===== config.mk =====
export PLATFORM = sky130hd
export DESIGN_NAME = cpu_run_ctrl_flat
export DESIGN_NICKNAME = d
export VERILOG_FILES = /design/src/rtl/cpu_run_ctrl_if.sv /design/src/rtl/cpu_run_ctrl.sv /design/src/flat_wrapper.sv
export SDC_FILE = /design/constraint.sdc
export NUM_CORES = 1
export LEC_CHECK = 0
export ABC_AREA = 1
export BUFFER_PORTS_ARGS = -buffer_cell sky130_fd_sc_hd__buf_4
export CAP_MARGIN = 20
export CORE_ASPECT_RATIO = 1.5
export CORE_MARGIN = 2
export CORE_UTILIZATION = 54
export DETAILED_ROUTE_END_ITERATION = 8
export HOLD_SLACK_MARGIN = 0.03
export PLACE_DENSITY = 0.86
export SYNTH_ARGS = -nofsm -noshare
export SYNTH_HDL_FRONTEND = slang
export SYNTH_SLANG_ARGS = --single-unit

===== constraint.sdc =====
create_clock -name clk -period 4.4 [get_ports clk]
set_clock_uncertainty 0.1 [all_clocks]
set_input_delay 0.88 -clock clk [delete_from_list [all_inputs] [get_ports clk]]
set_output_delay 0.88 -clock clk [all_outputs]
set_load 0.01 [all_outputs]

===== src/rtl/cpu_run_ctrl_if.sv =====
// Run-control bundle between the debug harness and the core sequencer.
// master drives requests and core status, slave returns core gating.
interface cpu_run_ctrl_if #(
  parameter int PC_W  = 32,
  parameter int CNT_W = 32
);
  logic             run_req;
  logic             halt_req;
  logic             step_req;
  logic             bp_en;
  logic [PC_W-1:0]  bp_addr;
  logic [PC_W-1:0]  pc;
  logic [31:0]      a0;
  logic             cpu_en;
  logic             cpu_rst;
  logic [1:0]       state;
  logic             halted;
  logic             bp_hit;
  logic [CNT_W-1:0] cycle_cnt;
  logic [CNT_W-1:0] instr_cnt;
  logic [31:0]      a0_snap;

  modport master (
    output run_req, halt_req, step_req,
    output bp_en, bp_addr, pc, a0,
    input  cpu_en, cpu_rst, state, halted,
    input  bp_hit, cycle_cnt, instr_cnt, a0_snap
  );

  modport slave (
    input  run_req, halt_req, step_req,
    input  bp_en, bp_addr, pc, a0,
    output cpu_en, cpu_rst, state, halted,
    output bp_hit, cycle_cnt, instr_cnt, a0_snap
  );
endinterface


===== src/rtl/cpu_run_ctrl.sv =====
// Run/halt/single-step sequencer for the RV32I core.
// Gates core clock-enable and holds core reset after power-up.
module cpu_run_ctrl #(
  parameter int PC_W       = 32,
  parameter int RESET_HOLD = 4,
  parameter int CNT_W      = 32
) (
  input logic           clk,
  input logic           rst,
  cpu_run_ctrl_if.slave bus
);
  localparam int HW = $clog2(RESET_HOLD + 1);
  localparam logic [HW-1:0] HOLD_LAST = HW'(RESET_HOLD - 1);

  typedef enum logic [1:0] {
    INIT = 2'd0,
    HALT = 2'd1,
    RUN  = 2'd2,
    STEP = 2'd3
  } st_t;

  st_t              st, st_nxt;
  logic [HW-1:0]    hold, hold_nxt;
  logic             skip, skip_nxt;
  logic             hit, hit_nxt;
  logic             match;
  logic             en;
  logic [CNT_W-1:0] cyc;
  logic [CNT_W-1:0] ret;
  logic [31:0]      snap;

  // skip lets a resumed run execute the instruction sitting at bp_addr
  assign match = (st == RUN) && bus.bp_en &&
                 (bus.pc == bus.bp_addr) && !skip;
  assign en    = ((st == RUN) && !match) || (st == STEP);

  always_comb begin
    st_nxt   = st;
    hold_nxt = hold;
    skip_nxt = skip;
    hit_nxt  = hit;
    unique case (st)
      INIT: begin
        if (hold == HOLD_LAST) begin
          st_nxt   = HALT;
          hold_nxt = '0;
        end else begin
          hold_nxt = hold + 1'b1;
        end
      end
      HALT: begin
        if (bus.halt_req) begin
          st_nxt = HALT;
        end else if (bus.step_req) begin
          st_nxt  = STEP;
          hit_nxt = 1'b0;
        end else if (bus.run_req) begin
          st_nxt   = RUN;
          hit_nxt  = 1'b0;
          skip_nxt = 1'b1;
        end
      end
      RUN: begin
        skip_nxt = 1'b0;
        if (match) begin
          st_nxt  = HALT;
          hit_nxt = 1'b1;
        end else if (bus.halt_req) begin
          st_nxt = HALT;
        end
      end
      STEP: st_nxt = HALT;
      default: st_nxt = HALT;
    endcase
  end

  always_ff @(posedge clk or negedge rst) begin
    if (!rst) begin
      st   <= INIT;
      hold <= '0;
      skip <= 1'b0;
      hit  <= 1'b0;
      cyc  <= '0;
      ret  <= '0;
      snap <= '0;
    end else begin
      st   <= st_nxt;
      hold <= hold_nxt;
      skip <= skip_nxt;
      hit  <= hit_nxt;
      if (st != INIT) cyc <= cyc + 1'b1;
      if (en)         ret <= ret + 1'b1;
      if (st == HALT) snap <= bus.a0;
    end
  end

  assign bus.cpu_en    = en;
  assign bus.cpu_rst   = (st == INIT);
  assign bus.state     = st;
  assign bus.halted    = (st == HALT);
  assign bus.bp_hit    = hit;
  assign bus.cycle_cnt = cyc;
  assign bus.instr_cnt = ret;
  assign bus.a0_snap   = snap;
endmodule


===== src/flat_wrapper.sv =====
// flat-port wrapper written by rule: the top's interface ports become plain ports
module cpu_run_ctrl_flat 
#(
  parameter int PC_W       = 32,
  parameter int RESET_HOLD = 4,
  parameter int CNT_W      = 32
)
  (clk, rst, bus_run_req, bus_halt_req, bus_step_req, bus_bp_en, bus_bp_addr, bus_pc, bus_a0, bus_cpu_en, bus_cpu_rst, bus_state, bus_halted, bus_bp_hit, bus_cycle_cnt, bus_instr_cnt, bus_a0_snap);
  cpu_run_ctrl_if #(.PC_W(PC_W), .CNT_W(CNT_W)) bus_i ();
  input logic clk;
  input logic rst;
  input wire logic [$bits(bus_i.run_req)-1:0] bus_run_req;
  input wire logic [$bits(bus_i.halt_req)-1:0] bus_halt_req;
  input wire logic [$bits(bus_i.step_req)-1:0] bus_step_req;
  input wire logic [$bits(bus_i.bp_en)-1:0] bus_bp_en;
  input wire logic [$bits(bus_i.bp_addr)-1:0] bus_bp_addr;
  input wire logic [$bits(bus_i.pc)-1:0] bus_pc;
  input wire logic [$bits(bus_i.a0)-1:0] bus_a0;
  output wire logic [$bits(bus_i.cpu_en)-1:0] bus_cpu_en;
  output wire logic [$bits(bus_i.cpu_rst)-1:0] bus_cpu_rst;
  output wire logic [$bits(bus_i.state)-1:0] bus_state;
  output wire logic [$bits(bus_i.halted)-1:0] bus_halted;
  output wire logic [$bits(bus_i.bp_hit)-1:0] bus_bp_hit;
  output wire logic [$bits(bus_i.cycle_cnt)-1:0] bus_cycle_cnt;
  output wire logic [$bits(bus_i.instr_cnt)-1:0] bus_instr_cnt;
  output wire logic [$bits(bus_i.a0_snap)-1:0] bus_a0_snap;
  assign bus_i.run_req = bus_run_req;
  assign bus_i.halt_req = bus_halt_req;
  assign bus_i.step_req = bus_step_req;
  assign bus_i.bp_en = bus_bp_en;
  assign bus_i.bp_addr = bus_bp_addr;
  assign bus_i.pc = bus_pc;
  assign bus_i.a0 = bus_a0;
  assign bus_cpu_en = bus_i.cpu_en;
  assign bus_cpu_rst = bus_i.cpu_rst;
  assign bus_state = bus_i.state;
  assign bus_halted = bus_i.halted;
  assign bus_bp_hit = bus_i.bp_hit;
  assign bus_cycle_cnt = bus_i.cycle_cnt;
  assign bus_instr_cnt = bus_i.instr_cnt;
  assign bus_a0_snap = bus_i.a0_snap;
  cpu_run_ctrl #(.PC_W(PC_W), .RESET_HOLD(RESET_HOLD), .CNT_W(CNT_W)) u_core (.clk(clk), .rst(rst), .bus(bus_i));
endmodule

==> metrics <==
status=finished, final reports clean; Worst setup EP type=output port; fin crit share=0.744; # port buffers=203; total number of vias=5148; Mapped Area=between 5000 and 6000 sq um; clock sinks=between 100 and 150; CTS tree=yes; Die Y=roughly 130 um; gp weighted congestion=~1; combinational cell fraction of total power=0.370; HPWL Detailed=11300 um; Syn Area/Cell=roughly 8.1 sq um; fin nets=~1000; Seq pwr share=0.392; Mapped Cells=692; number of global-route vias before repair=between 5000 and 6000; Max Buffers Root-to-Sink=2; area delta synth->final=34.3%; synth warn=0; final setup TNS=0 ns; H-tree depth=3; num ports=roughly 200; Max rail drop VDD=377 uV; sw frac=0.367; Largest stage delay, worst path=~0.44 ns; clk root buf=clkbuf_16; Pleak=between 3 and 4 nW; Skew-Pair Late Insertion Delay=0.34 ns; max_slew headroom=0.595; internal power=2.18 mW; register area share after synthesis=0.460; Die Area=approximately 11000 sq um; clock power share=0.238; Final Max Slew Viols=0; Critical Path Fanout Max=11; first-pass GRT wire length=~23000 um; Max Freq=roughly 0.3 GHz; Worst-path clk slew=0.07 ns; final setup vio count=0; Pwr Density=458 nW/um^2; Yosys cell types=30; Req. time, crit path=between 3 and 4 ns; Post-Syn Nets=approximately 800; slowest CP cell=dfrtp_1; number of routed nets with antenna violations=0; Min Clock Period, post-route=3.27 ns; largest cells by area after synthesis=dfrtp_1 (46%), nand2_1 (16%), xor2_1 (8.6%); worst-margin pin slew=just over 0.6 ns; 1st-pass router iterations=5; Post-CTS Hold Buffers=0; # resized after CTS=0; post-synth top area cell=dfrtp_1; layout cells sized above 1=0.275; NetSw=around 1.3 mW; drt wl/cell=14.0 um; max-cap check violation count=0; WHS=about 0.37 ns; critical path cell sequence=inv_1, ha_1, nand2_1, nor2_1, nand2_1, nor2_1, nand3_1, nor2_1, nand3_1, nand2_1, nand2_2, buf_4; Via density=5.05; Initial Util=0.553; row count=45; Worst setup SP type=flip-flop; fill cell count=783; RSZ-0062 raised after global routing=false; Num CTS Buffers=9; CP top delay family=simple AND/OR/NAND/NOR gates; initial DRC count=roughly 200; Arrival @ worst endpoint=2.29 ns; initial antenna violation count=0; top cell type's share of synthesized area=0.460; synthesis-stage register bit count=~100; antenna diode count=0; Hold Vio Cnt, Final=0; DIE WIDTH=87.2 um; area of the core=around 10000 sq um; pin count of the biggest net entering global routing=56; Routed WL=approximately 14000 um; DRC=0; grt ovf=0; gr usage total=0.261; hold crit path type=reg2reg; WP buf/inv=2; WS Path Type=reg2out; post-CTS setup buffer count=0; final core occ=0.742
## kinds of logic after synthesis
| logic type | count (synthesis) | synth area share |
|---|---|---|
| XOR/XNOR | 85 | 0.133 |
| AO/OA/AOI/OAI | 32 | 0.0398 |
| adder cells (fa/ha/maj) | 7 | 0.0156 |
| AND/OR/NAND/NOR | 376 | 0.285 |
| flip-flops | 103 | 0.460 |
| buffers and inverters | 89 | 0.0670 |
## power groups by stage
stage	Combinational, mW	Sequential (mW)	Clock (mW)
6_report	1.28	1.35	0.819
5_1_grt	1.43	1.38	0.869
4_1_cts	1.29	1.35	0.827
3_5_place_dp	1.29	1.36	0
3_3_place_gp	1.25	1.36	0
2_1_floorplan	0.644	1.43	0
## metal layers
layer	share of wire	track usage	vias to the layer above
met5	0	0	-
met4	0.034	0.112	0
met2	0.53	0.470	190
li1	-	-	2553
met1	0.37	0.291	2367
met3	0.067	0.0597	38
## flip-flops by register name, indices dropped and copies added, names as in the netlist
register              flops
u_core.bus.bp_hit         1
u_core.bus.instr_cnt     32
u_core.skip               1
u_core.bus.cycle_cnt     32
u_core.bus.state          2
u_core.bus.a0_snap       32
u_core.hold               3
## tightest hold or removal path: cells and delay by family (launching register included)
family / cells / cell delay, ns
DFF: 1 / 0.35
and+or+nand+nor: 2 / 0.10
## area by class of cell
type                       instances  area (sq um)  share of cell area
clock buffer                      11           243              0.0323
clock inverter                     5          63.8             0.00848
multi-input combinational        500          2650               0.352
inverter                          75           282              0.0374
tap                              117           146              0.0195
timing repair buffer             208          1560               0.208
sequential                       103          2580               0.343
## stage by stage
stage                     power, mW  setup slack, ns  cell area (sq um)  instances
after global routing           3.68            0.848               7520       1019
after detailed placement       2.65             1.24               7220       1003
after CTS                      3.47             1.09               7520       1019
after floorplan                2.08             1.63               5600        692
after global placement         2.61             1.23               7220       1003
final                          3.45             1.13               7520       1019
## Yosys cell counts (all sizes together)
master and instances:
clkbuf 6, o21ai 25, clkinv 2, inv 73, nand2 238, nand3 33, nor3 28, dfrtp 103
ha 7, nor2 60, o21a 1, a21oi 3, o21ba 1, nor4 1, buf 8, xnor2 30
nand4 16, o41ai 1, o211ai 1, xor2 55
## final timing paths
check,from,endpoint,slack (ns),cells past startpoint
min,u_core.bus.a0_snap[18]$_DFFE_PN0P_,u_core.bus.a0_snap[18]$_DFFE_PN0P_,0.37,2
max in group asynchronous,rst,u_core.bus.cycle_cnt[19]$_DFFE_PN0N_,2.92,2
min in group asynchronous,rst,u_core.bus.instr_cnt[24]$_DFFE_PN0P_,0.44,1
min reg2reg,u_core.bus.a0_snap[18]$_DFFE_PN0P_,u_core.bus.a0_snap[18]$_DFFE_PN0P_,0.37,2
max,u_core.bus.state[0]$_DFFE_PN0P_,bus_cpu_en,1.13,12
max reg2reg,u_core.bus.state[0]$_DFFE_PN0P_,u_core.bus.instr_cnt[20]$_DFFE_PN0P_,1.77,14
## cell usage in the layout (no fill, tap or decap), types with 2 or more instances in the layout
master     instances
nand2_1          236
buf_4            208
dfrtp_1          103
inv_1             72
nor2_1            56
xor2_1            55
nand3_1           32
xnor2_1           30
nor3_1            28
nand4_1           14
o21ai_2           13
clkbuf_16          9
o21ai_1            7
ha_1               7
o21ai_0            5
a21oi_1            3
clkinv_1           2
nand2_2            2
nor2_4             2
nor2_2             2
inv_6              2
Power figures use the tool's default switching activity.
